## src/rtl/ldl_p2ram_pkg.sv

```systemverilog
// Shared types and the round-robin search helper for the RAM read-port arbiter.
package ldl_p2ram_pkg;

    // Upper bounds that size the generic picker; requester count must not exceed MAX_NR.
    localparam int MAX_NR = 32;
    localparam int MAX_IW = 5;

    // Result of a round-robin search: whether anyone was found, and who.
    typedef struct packed {
        logic              found;
        logic [MAX_IW-1:0] idx;
    } pick_t;

    // One-stage response pipeline entry: valid, requester index, bad-address flag.
    typedef struct packed {
        logic              vld;
        logic [MAX_IW-1:0] id;
        logic              bad;
    } rsp_t;

    // First set bit of valid at or after ptr, wrapping at nr. The search is
    // split into two straight passes (ptr..nr-1, then 0..ptr-1) so no modulo
    // hardware is needed.
    function automatic pick_t rr_pick(input logic [MAX_NR-1:0] valid,
                                      input int ptr,
                                      input int nr);
        pick_t r;
        r = '0;
        for (int i = 0; i < MAX_NR; i++) begin
            if (!r.found && i >= ptr && i < nr && valid[i]) begin
                r.found = 1'b1;
                r.idx   = MAX_IW'(i);
            end
        end
        for (int i = 0; i < MAX_NR; i++) begin
            if (!r.found && i < ptr && i < nr && valid[i]) begin
                r.found = 1'b1;
                r.idx   = MAX_IW'(i);
            end
        end
        return r;
    endfunction

endpackage

```

## src/rtl/ldl_rr_pick.sv

```systemverilog
// Purely combinational round-robin priority picker; reusable for any NR up to MAX_NR.
module ldl_rr_pick
    import ldl_p2ram_pkg::*;
#(
    parameter int NR = 4,
    parameter int IW = $clog2(NR)
) (
    input  logic [NR-1:0] valid,
    input  logic [IW-1:0] ptr,
    output logic          found,
    output logic [IW-1:0] idx
);

    pick_t pick;

    // Search from ptr upward with wrap-around and report the first requester found.
    always_comb begin
        pick  = rr_pick(MAX_NR'(valid), int'(ptr), NR);
        found = pick.found;
        idx   = IW'(pick.idx);
    end

endmodule

```

## src/rtl/ldl_p2ram_rd_arb.sv

```systemverilog
// Round-robin arbiter for the read port of a simple dual-port RAM, with write
// snooping (reads that would race a same-address write are deferred), range
// checking, and a one-stage response return path.
module ldl_p2ram_rd_arb
    import ldl_p2ram_pkg::*;
#(
    parameter int NR    = 4,
    parameter int DW    = 8,
    parameter int DEPTH = 10,
    parameter int AW    = $clog2(DEPTH),
    parameter int IW    = $clog2(NR),
    parameter int CW    = 16
) (
    input  logic             clk,
    input  logic             rst_n,
    input  logic [NR-1:0]    req_valid,
    input  logic [NR*AW-1:0] req_addr,
    output logic [NR-1:0]    req_ready,
    input  logic             wr_we,
    input  logic [AW-1:0]    wr_wa,
    output logic             ram_re,
    output logic [AW-1:0]    ram_ra,
    input  logic [DW-1:0]    ram_dout,
    input  logic             ram_rv,
    output logic [NR-1:0]    rsp_valid,
    output logic [DW-1:0]    rsp_data,
    output logic             rsp_err,
    output logic [CW-1:0]    coll_cnt
);

    // One extra bit so a power-of-two DEPTH still compares correctly.
    localparam logic [AW:0] DEPTH_W = (AW+1)'(DEPTH);

    logic [IW-1:0] rr_ptr;
    logic [IW-1:0] cand;
    logic [IW-1:0] next_ptr;
    logic          found;
    logic [AW-1:0] cand_addr;
    logic          in_range;
    logic          hit;
    logic          grant;
    rsp_t          p;

    ldl_rr_pick #(.NR(NR), .IW(IW)) u_pick (
        .valid (req_valid),
        .ptr   (rr_ptr),
        .found (found),
        .idx   (cand)
    );

    // A hit stalls the candidate without advancing the pointer, so it keeps
    // priority and nobody behind it can slip past while the write persists.
    // Out-of-range addresses never hit: they cannot alias a real RAM word.
    always_comb begin
        cand_addr = req_addr[cand*AW +: AW];
        in_range  = ({1'b0, cand_addr} < DEPTH_W);
        hit       = found & wr_we & (wr_wa == cand_addr) & in_range;
        grant     = found & ~hit & rst_n;
        next_ptr  = (cand == IW'(NR-1)) ? '0 : cand + 1'b1;
        req_ready = '0;
        if (grant) begin
            req_ready[cand] = 1'b1;
        end
        ram_re = grant & in_range;
        ram_ra = cand_addr;
    end

    // Round-robin pointer moves just past whoever was granted.
    always_ff @(posedge clk or negedge rst_n) begin
        if (!rst_n) begin
            rr_ptr <= '0;
        end else if (grant) begin
            rr_ptr <= next_ptr;
        end
    end

    // Count deferred grants, sticking at the maximum instead of wrapping.
    always_ff @(posedge clk or negedge rst_n) begin
        if (!rst_n) begin
            coll_cnt <= '0;
        end else if (hit && coll_cnt != '1) begin
            coll_cnt <= coll_cnt + 1'b1;
        end
    end

    // Remember who was granted so the RAM result can be routed back next cycle.
    always_ff @(posedge clk or negedge rst_n) begin
        if (!rst_n) begin
            p <= '0;
        end else begin
            p <= '{vld: grant, id: MAX_IW'(cand), bad: ~in_range};
        end
    end

    // Response outputs; everything is gated by p.vld so idle and reset read as zero.
    always_comb begin
        rsp_valid = '0;
        for (int i = 0; i < NR; i++) begin
            rsp_valid[i] = p.vld && (p.id == MAX_IW'(i));
        end
        rsp_err  = p.vld & (p.bad | ~ram_rv);
        rsp_data = (p.vld && !rsp_err) ? ram_dout : '0;
    end

    // A granted in-range read must always come back with the RAM's valid flag.
    a_rv_on_read: assert property (@(posedge clk) disable iff (!rst_n)
        (p.vld && !p.bad) |-> ram_rv);

endmodule

```

## config.mk

```make
export PLATFORM = sky130hd
export DESIGN_NAME = ldl_p2ram_rd_arb
export DESIGN_NICKNAME = d
export VERILOG_FILES = /design/src/rtl/ldl_p2ram_pkg.sv /design/src/rtl/ldl_rr_pick.sv /design/src/rtl/ldl_p2ram_rd_arb.sv
export SDC_FILE = /design/constraint.sdc
export NUM_CORES = 1
export LEC_CHECK = 0
export ABC_AREA = 1
export CORE_MARGIN = 1
export CORE_UTILIZATION = 44
export DETAILED_ROUTE_END_ITERATION = 16
export PLACE_DENSITY_LB_ADDON = 0.1
export SYNTH_ARGS = -nofsm -noshare
export SYNTH_HDL_FRONTEND = slang
export SYNTH_HIERARCHICAL = 1
export SYNTH_SLANG_ARGS = --single-unit
```

## constraint.sdc

```tcl
create_clock -name clk -period 3.35 [get_ports clk]
set_input_delay 0.5025 -clock clk [delete_from_list [all_inputs] [get_ports clk]]
set_output_delay 0.5025 -clock clk [all_outputs]
set_load 0.02 [all_outputs]
```

==> run metrics, run 1 <==
final critical-path share of the clock period=about 95%; antenna-violating nets left=0; global placement routability congestion=~0.9; Chip Width=about 68 um; register-to-register setup slack=around 0.73 ns; floorplan die area=0.00459 sq mm; worst endpoint data arrival time=approximately 2.7 ns; final-layout setup total negative slack=0 ns; clock transition at the registers of the reported paths=~0.08 ns; area of all placed cells without fillers=0.00293 sq mm; fraction of final layout cells with drive strength greater than 1=roughly 20%; core region area=0.00409 sq mm; level count of the clock H-tree=1; most common cell in the synthesized netlist=sky130_fd_sc_hd__nand2_1; wire length of the first global-routing pass=about 8 mm; leakage=roughly 1.4 nW; total congestion overflow after global routing=0; via count of the first global-routing pass=between 1,500 and 2,000; residual DRC count=0; largest area contributor in the synthesized netlist=sky130_fd_sc_hd__dfrtp_1; aggregate routed wire length=4.86 mm; Cell Rows=23; register area share after synthesis=~29%; leading register cell type out of synthesis=sky130_fd_sc_hd__dfrtp_1; largest family of logic cells by synthesized area=simple AND/OR/NAND/NOR gates; top cells by count, synth=sky130_fd_sc_hd__nand2_1, sky130_fd_sc_hd__inv_1, sky130_fd_sc_hd__nor2_1; library cell used as clock root buffer=sky130_fd_sc_hd__clkbuf_8; largest cells by area after synthesis=sky130_fd_sc_hd__dfrtp_1, sky130_fd_sc_hd__nand2_1, sky130_fd_sc_hd__inv_1; simple-gate share of the synthesized area=53.2%; largest vdd supply drop=between 0.0003 and 0.0004 V; synthesized area per cell=about 6.7 sq um; Worst Slack Setup Final=around 0.15 ns; pins over their slew limit=0; Clock Latency Late Sink=about 0.26 ns; share of the synthesized netlist area taken by xor and xnor gates=1.84%; normalized max-slew margin=65.8%; transition time of the tightest slew-check pin=slightly above 0.5 ns; Starting Density=a little under half; gate count after technology mapping=between 200 and 300; multiplexer share of the synthesized area=0%; result of the run=complete, no violations; largest net degree at the start of global routing=25; clock tree from TritonCTS=yes; first drt pass iteration count=4; die extent in y=slightly below 70 um; register bit count reported by yosys=22; critical path launch point type=input port; number of inserted diodes=0; number of clock buffers inserted by TritonCTS=3; 1st-iter DRT viols=111; Layout Skew=~0.0060 ns; power per cell area=560 mW/mm^2; number of input and output port buffers inserted=73; Synth async-reset ratio=100%; placed inst area=0.00289 sq mm; via/cell ratio=between 4 and 5; share of synthesized cell area in full adder, half adder and majority cells=around 3.3%; Synth Cell Area=0.00190 sq mm; number of buffers inserted to repair setup after CTS=0; required time of the critical path=2.85 ns; count of final hold-check violations=0; CP Class=in -> out; number of flops mapped to enable cells by yosys=0; I/O pin count=74; average wire per cell in the routed design=11.1 um; worst min-delay path category=reg -> reg; total global routing track utilization=between 20% and 30%; total setup violations reported at the end of the flow=0; highest clock frequency the design can meet=around 310 MHz; count of nets after finishing=around 430; crit-path cells=clkdlybuf4s50_1, nand2_1, buf_4, nand2_1, o21ai_4, buf_12, inv_6, nand2_1, nand3_1, nand2_2, inv_2, buf_4, clkdlybuf4s50_1; critical-path maximum fanout=10; compound-cell area share of the yosys netlist=under 10%; TritonCTS Sinks=22; crit path max-delay cell type=sky130_fd_sc_hd__clkdlybuf4s50_1; net count after synthesis=~330; post-placement cell count=roughly 430; post-place setup slack=-0.387 ns; count of warnings emitted by yosys=6; clock tree buffer depth=2; placed wire-length estimate after detailed placement=3.94 mm; Area growth syn-to-layout=54.2%; antenna violations before repair=0; Slowest Stage Delay on Critical Path=0.60 ns; final std cells w/o fill=about 440; cell with the most instances on the worst path=sky130_fd_sc_hd__nand2_1; via total after detailed routing=between 2,000 and 2,500; post-layout min period=approximately 3.2 ns; area share of the largest cell type after synthesis=28.9%; CP Capture Type=output pin; count of different cell masters after synthesis=26; number of violations of the max-capacitance limit=0; hold_ws=around 0.51 ns
[worst max-delay path, delay by kind of cell]
| kind | cells | cell delay (ns) |
|---|---|---|
| buf+inv | 7 | 1.64 |
| simple gates | 5 | 0.47 |
| compound gates | 1 | 0.08 |
[worst paths after layout]
| check | endpoint | start | cells past startpoint |
|---|---|---|---|
| hold / removal | coll_cnt[15] | coll_cnt[15] | 2 |
| hold reg to reg | coll_cnt[15] | coll_cnt[15] | 2 |
| max in group asynchronous | p[0] | rst_n | 2 |
| setup / recovery | ram_ra[3] | req_valid[0] | 13 |
| setup reg to reg | coll_cnt[5] | rr_ptr[1] | 18 |
| min in group asynchronous | coll_cnt[13] | rst_n | 2 |
[power by group]
part | switching [mW] | internal [mW]
Clock | 0.0886 | 0.105
Combinational | 0.613 | 0.486
Sequential | 0.0430 | 0.309
[repair_timing]
action | 4_1_cts | 5_1_grt
hold endpoints to repair | 0 | 0
pin swaps | 0 | 0
hold buffers | 0 | 0
endpoints found under the setup margin | 5 | 5
gates resized for setup | 16 | 7
[metal layers]
layer / share of wire (%) / GRT usage (%) / vias to the layer above / wire length, um
met5: 0 / 0 / - / 0
met4: 0.49 / 3.46 / 0 / 24
met3: 5.8 / 3.72 / 4 / 281
met2: 48 / 41.3 / 64 / 2350
met1: 45 / 27.3 / 966 / 2210
li1: - / - / 1104 / -
[registers in the layout, indices dropped and copies added, names as in the netlist]
register and flops:
rr_ptr 2, p 4, coll_cnt 16
[cell usage in the layout (no fill, tap or decap), drive strengths merged]
cell type	netlist	routed
a21oi	1	1
buf	2	32
clkbuf	0	4
clkdlybuf4s50	0	68
dfrtp	22	22
ha	5	5
inv	50	50
nand2	101	101
nand3	33	33
nand3b	1	1
nand4	19	19
nor2	34	34
nor3	8	8
nor4	1	1
o2111ai	1	1
o21ai	2	2
xnor2	2	2
xor2	2	2
[per-stage QoR]
| stage | total power [mW] | util, % |
|---|---|---|
| after floorplan | 0.979 | - |
| after global placement | 1.43 | 70.7 |
| after detailed placement | 1.46 | 70.7 |
| after CTS | 1.66 | 72.3 |
| after global routing | 1.77 | 71.8 |
| final | 1.64 | 71.8 |
[cell type report]
cell class | instances | area (sq um)
sequential | 22 | 551
inverter | 50 | 193
multi-input combinational | 210 | 1150
timing repair buffer | 100 | 921
fill | 359 | 1150
tap | 50 | 62.6
clock buffer | 4 | 55.1
[cell families (layout without fill, tap and decap cells)]
logic type,Yosys count,count (layout)
buf+inv,52,154
fa+ha+maj,5,5
simple gates,197,197
xor+xnor,4,4
compound gates,4,4
flops,22,22
Power figures use the tool's default switching activity.
==> run 2: changes to the inputs <==
--- a/config.mk
+++ b/config.mk
@@ -7,9 +7,10 @@
 export LEC_CHECK = 0
 export ABC_AREA = 1
 export CORE_MARGIN = 1
-export CORE_UTILIZATION = 44
+export CORE_UTILIZATION = 48
 export DETAILED_ROUTE_END_ITERATION = 16
 export PLACE_DENSITY_LB_ADDON = 0.1
+export RECOVER_POWER = 50
 export SYNTH_ARGS = -nofsm -noshare
 export SYNTH_HDL_FRONTEND = slang
 export SYNTH_HIERARCHICAL = 1
==> constraint.sdc (replaced) <==
create_clock -name clk -period 3.95 [get_ports clk]
set_input_delay 0.5925 -clock clk [delete_from_list [all_inputs] [get_ports clk]]
set_output_delay 0.5925 -clock clk [all_outputs]
set_load 0.02 [all_outputs]
==> run 2 against run 1 <==
Sequential power is 15% lower. Highest routed layer unchanged. Critical path depth grew 3. Wire length shrank 2.7%. Clock skew is 0.0020 ns higher. Largest cell class unchanged. Critical path type unchanged.
==> run metrics, run 2 (synthesis gave the netlist of run 1 again) <==
via/cell ratio=5.00 (+1.9%); floorplan die area=0.00422 sq mm (-8.1%); clock tree from TritonCTS=yes; core region area=0.00374 sq mm (-8.4%); CP Capture Type=output pin; Area growth syn-to-layout=47.8%; highest clock frequency the design can meet=278 MHz; hold_ws=0.530 ns (+0.0179 ns); clock transition at the registers of the reported paths=0.09 ns (about the same); Clock Latency Late Sink=0.27 ns (about the same); gate family responsible for the most delay along the worst path=simple AND/OR/NAND/NOR gates; post-layout min period=3.60 ns; final-layout setup total negative slack=0 ns (unchanged); I/O pin count=74 (unchanged); placed wire-length estimate after detailed placement=3.74 mm (-5.1%); register-to-register setup slack=1.19 ns (+0.46 ns); number of input and output port buffers inserted=73 (unchanged); highest-count cells in the layout ignoring fill and taps=sky130_fd_sc_hd__nand2_1, sky130_fd_sc_hd__clkdlybuf4s50_1, sky130_fd_sc_hd__inv_1, sky130_fd_sc_hd__nor2_1, sky130_fd_sc_hd__dfrtp_1; internal power component=0.727 mW (-19%); power per cell area=476 mW/mm^2 (-15%); via total after detailed routing=2,068 (-3.3%); antenna-violating nets left=0 (unchanged); Starting Density=50.8% (+4.3 points); worst min-delay path category=reg -> reg; antenna violations before repair=0 (unchanged); leakage=1.47 nW (+2.0%); most common cell after layout, fill and taps aside=sky130_fd_sc_hd__nand2_1; clock share of power=16.1% (+4.3 points); total congestion overflow after global routing=0 (unchanged); critical path buffer and inverter count=3 (-4); Min-Delay Path Depth=2 (unchanged); worst endpoint data arrival time=3.00 ns (+0.30 ns); Cell Rows=22 (-4.3%); Slowest Stage Delay on Critical Path=0.46 ns (-0.14 ns); pins over their slew limit=0 (unchanged); 1st-iter DRT viols=92 (-17%); residual DRC count=0 (unchanged); TritonCTS Sinks=22 (unchanged); count of cells along the worst register-to-register path=14 (-4); RR Startpoint=rr_ptr[1]; critical hold path startpoint=coll_cnt[15]; hold endpoint=coll_cnt[15]; count of nets after finishing=408 (-4.7%); clock tree buffer depth=2 (unchanged); number of inserted diodes=0 (unchanged); switching share of power=45.7% (+0.41 points); net switching power figure=0.611 mW (-18%); Layout Skew=0.00798 ns (+0.00199 ns); number of buffers inserted to repair setup after CTS=0 (unchanged); average wire per cell in the routed design=11.4 um (+2.5%); transition time of the tightest slew-check pin=1.24 ns (+0.728 ns); number of clock buffers inserted by TritonCTS=3 (unchanged); count of final hold-check violations=0 (unchanged); library cell used as clock root buffer=sky130_fd_sc_hd__clkbuf_8; global placement routability congestion=0.838 (-7.9%); largest registers=coll_cnt: 16 flops, p: 4 flops, rr_ptr: 2 flops; via count of the first global-routing pass=1,897 (-2.2%); largest net degree at the start of global routing=25 (unchanged); end of the worst register-to-register path=coll_cnt[1]; max FFs per register=16 (unchanged); Chip Width=64.9 um (-4.1%); total setup violations reported at the end of the flow=0 (unchanged); critical path launch point type=input port; aggregate routed wire length=4.73 mm (-2.7%); number of violations of the max-capacitance limit=0 (unchanged); crit-path cells=clkdlybuf4s50_1, nand2_4, nand2_4, nor2_4, nand4_1, nand2_1, clkbuf_1, nand3_2, nand2_2, nand2_2, nand2_2, nor2_8, nand3_4, nand3_1, nor2_1, dlymetal6s2s_1; largest vdd supply drop=0.000328 V (-13%); power share of the sequential group=22.3% (+0.9 points); share of total power in combinational logic=61.6% (-5.2 points); cell with the most instances on the worst path=sky130_fd_sc_hd__nand2_2; CP Class=in -> out; level count of the clock H-tree=1 (unchanged); total global routing track utilization=24.3% (+1.9 points); register containing the most flip-flops in the final layout=coll_cnt; first drt pass iteration count=4 (unchanged); critical-path maximum fanout=6 (-4); setup repair after global routing missed its margin=no; fraction of final layout cells with drive strength greater than 1=13.7% (-6.8 points); wire length of the first global-routing pass=8.17 mm (+3.2%); result of the run=complete, no violations; normalized max-slew margin=17.6% (-48 points); CP startpoint=req_valid[2]; required time of the critical path=3.36 ns (+0.51 ns); fill count=307 (-14%); crit path max-delay cell type=sky130_fd_sc_hd__clkdlybuf4s50_1; final critical-path share of the clock period=slightly above 90%; die extent in y=64.9 um (-4.1%)
## run 2: cell count changes in the layout (fill, tap and decap cells not counted), moves of 2 or more
cell | before | now
sky130_fd_sc_hd__dlygate4sd3_1 | 0 | 18
sky130_fd_sc_hd__buf_4 | 26 | 4
sky130_fd_sc_hd__buf_2 | 5 | 0
sky130_fd_sc_hd__dlymetal6s2s_1 | 0 | 5
sky130_fd_sc_hd__clkbuf_1 | 0 | 2
sky130_fd_sc_hd__clkdlybuf4s50_1 | 68 | 50
## run 2: how the worst max path moves through the flow
stage          slack, ns  depth (start not counted)           end
6_report            0.35                         16        ram_re
2_1_floorplan       0.93                         16        ram_re
3_5_place_dp        0.03                         18  req_ready[2]
5_1_grt             0.09                         16  req_ready[2]
3_3_place_gp        0.08                         18        ram_re
4_1_cts             0.01                         18  req_ready[2]
## run 2: tightest hold or removal path: cells and delay by family, from the launching register on
kind / cells / cell delay [ns]
simple gates: 2 / 0.11
flops: 1 / 0.39
## run 2: power by group through the flow
| stage | clock, mW | combinational [mW] | sequential (mW) |
|---|---|---|---|
| after floorplan | 0 | 0.521 | 0.310 |
| after global placement | 0 | 0.815 | 0.302 |
| after detailed placement | 0 | 0.833 | 0.303 |
| after CTS | 0.215 | 0.837 | 0.299 |
| after global routing | 0.221 | 0.908 | 0.303 |
| final | 0.215 | 0.824 | 0.299 |
## run 2: cell type report
type                       count  area, sq um  area share [%]
tap                           48         60.1            2.14
clock inverter                 1         30.0            1.07
clock buffer                   3         41.3            1.47
multi-input combinational    210         1140            40.4
inverter                      50          193            6.85
timing repair buffer          80          801            28.5
sequential                    22          551            19.6
## run 2: stage by stage
stage	util, %	instances	power [mW]	worst slack, ns	area (sq um)
floorplan	-	284	0.831	0.930	1900
global placement	73.1	410	1.12	0.0776	2740
detailed placement	73.1	410	1.14	0.0348	2740
CTS	75.0	414	1.35	0.0144	2810
global route	75.1	414	1.43	0.0892	2810
finish	75.1	414	1.34	0.355	2810
## run 2: layer usage
| layer | track usage [%] | vias to the layer above | routed length [um] |
|---|---|---|---|
| li1 | - | 1069 | - |
| met1 | 30.4 | 917 | 2040 |
| met2 | 43.0 | 76 | 2330 |
| met3 | 2.82 | 6 | 306 |
| met4 | 7.78 | 0 | 50 |
| met5 | 0 | - | 0 |
## run 2: repair_timing
| item | CTS | global route |
|---|---|---|
| gates resized for setup | 0 | 5 |
| endpoints found under the setup margin | 0 | 5 |
| hold buffers | 0 | 0 |
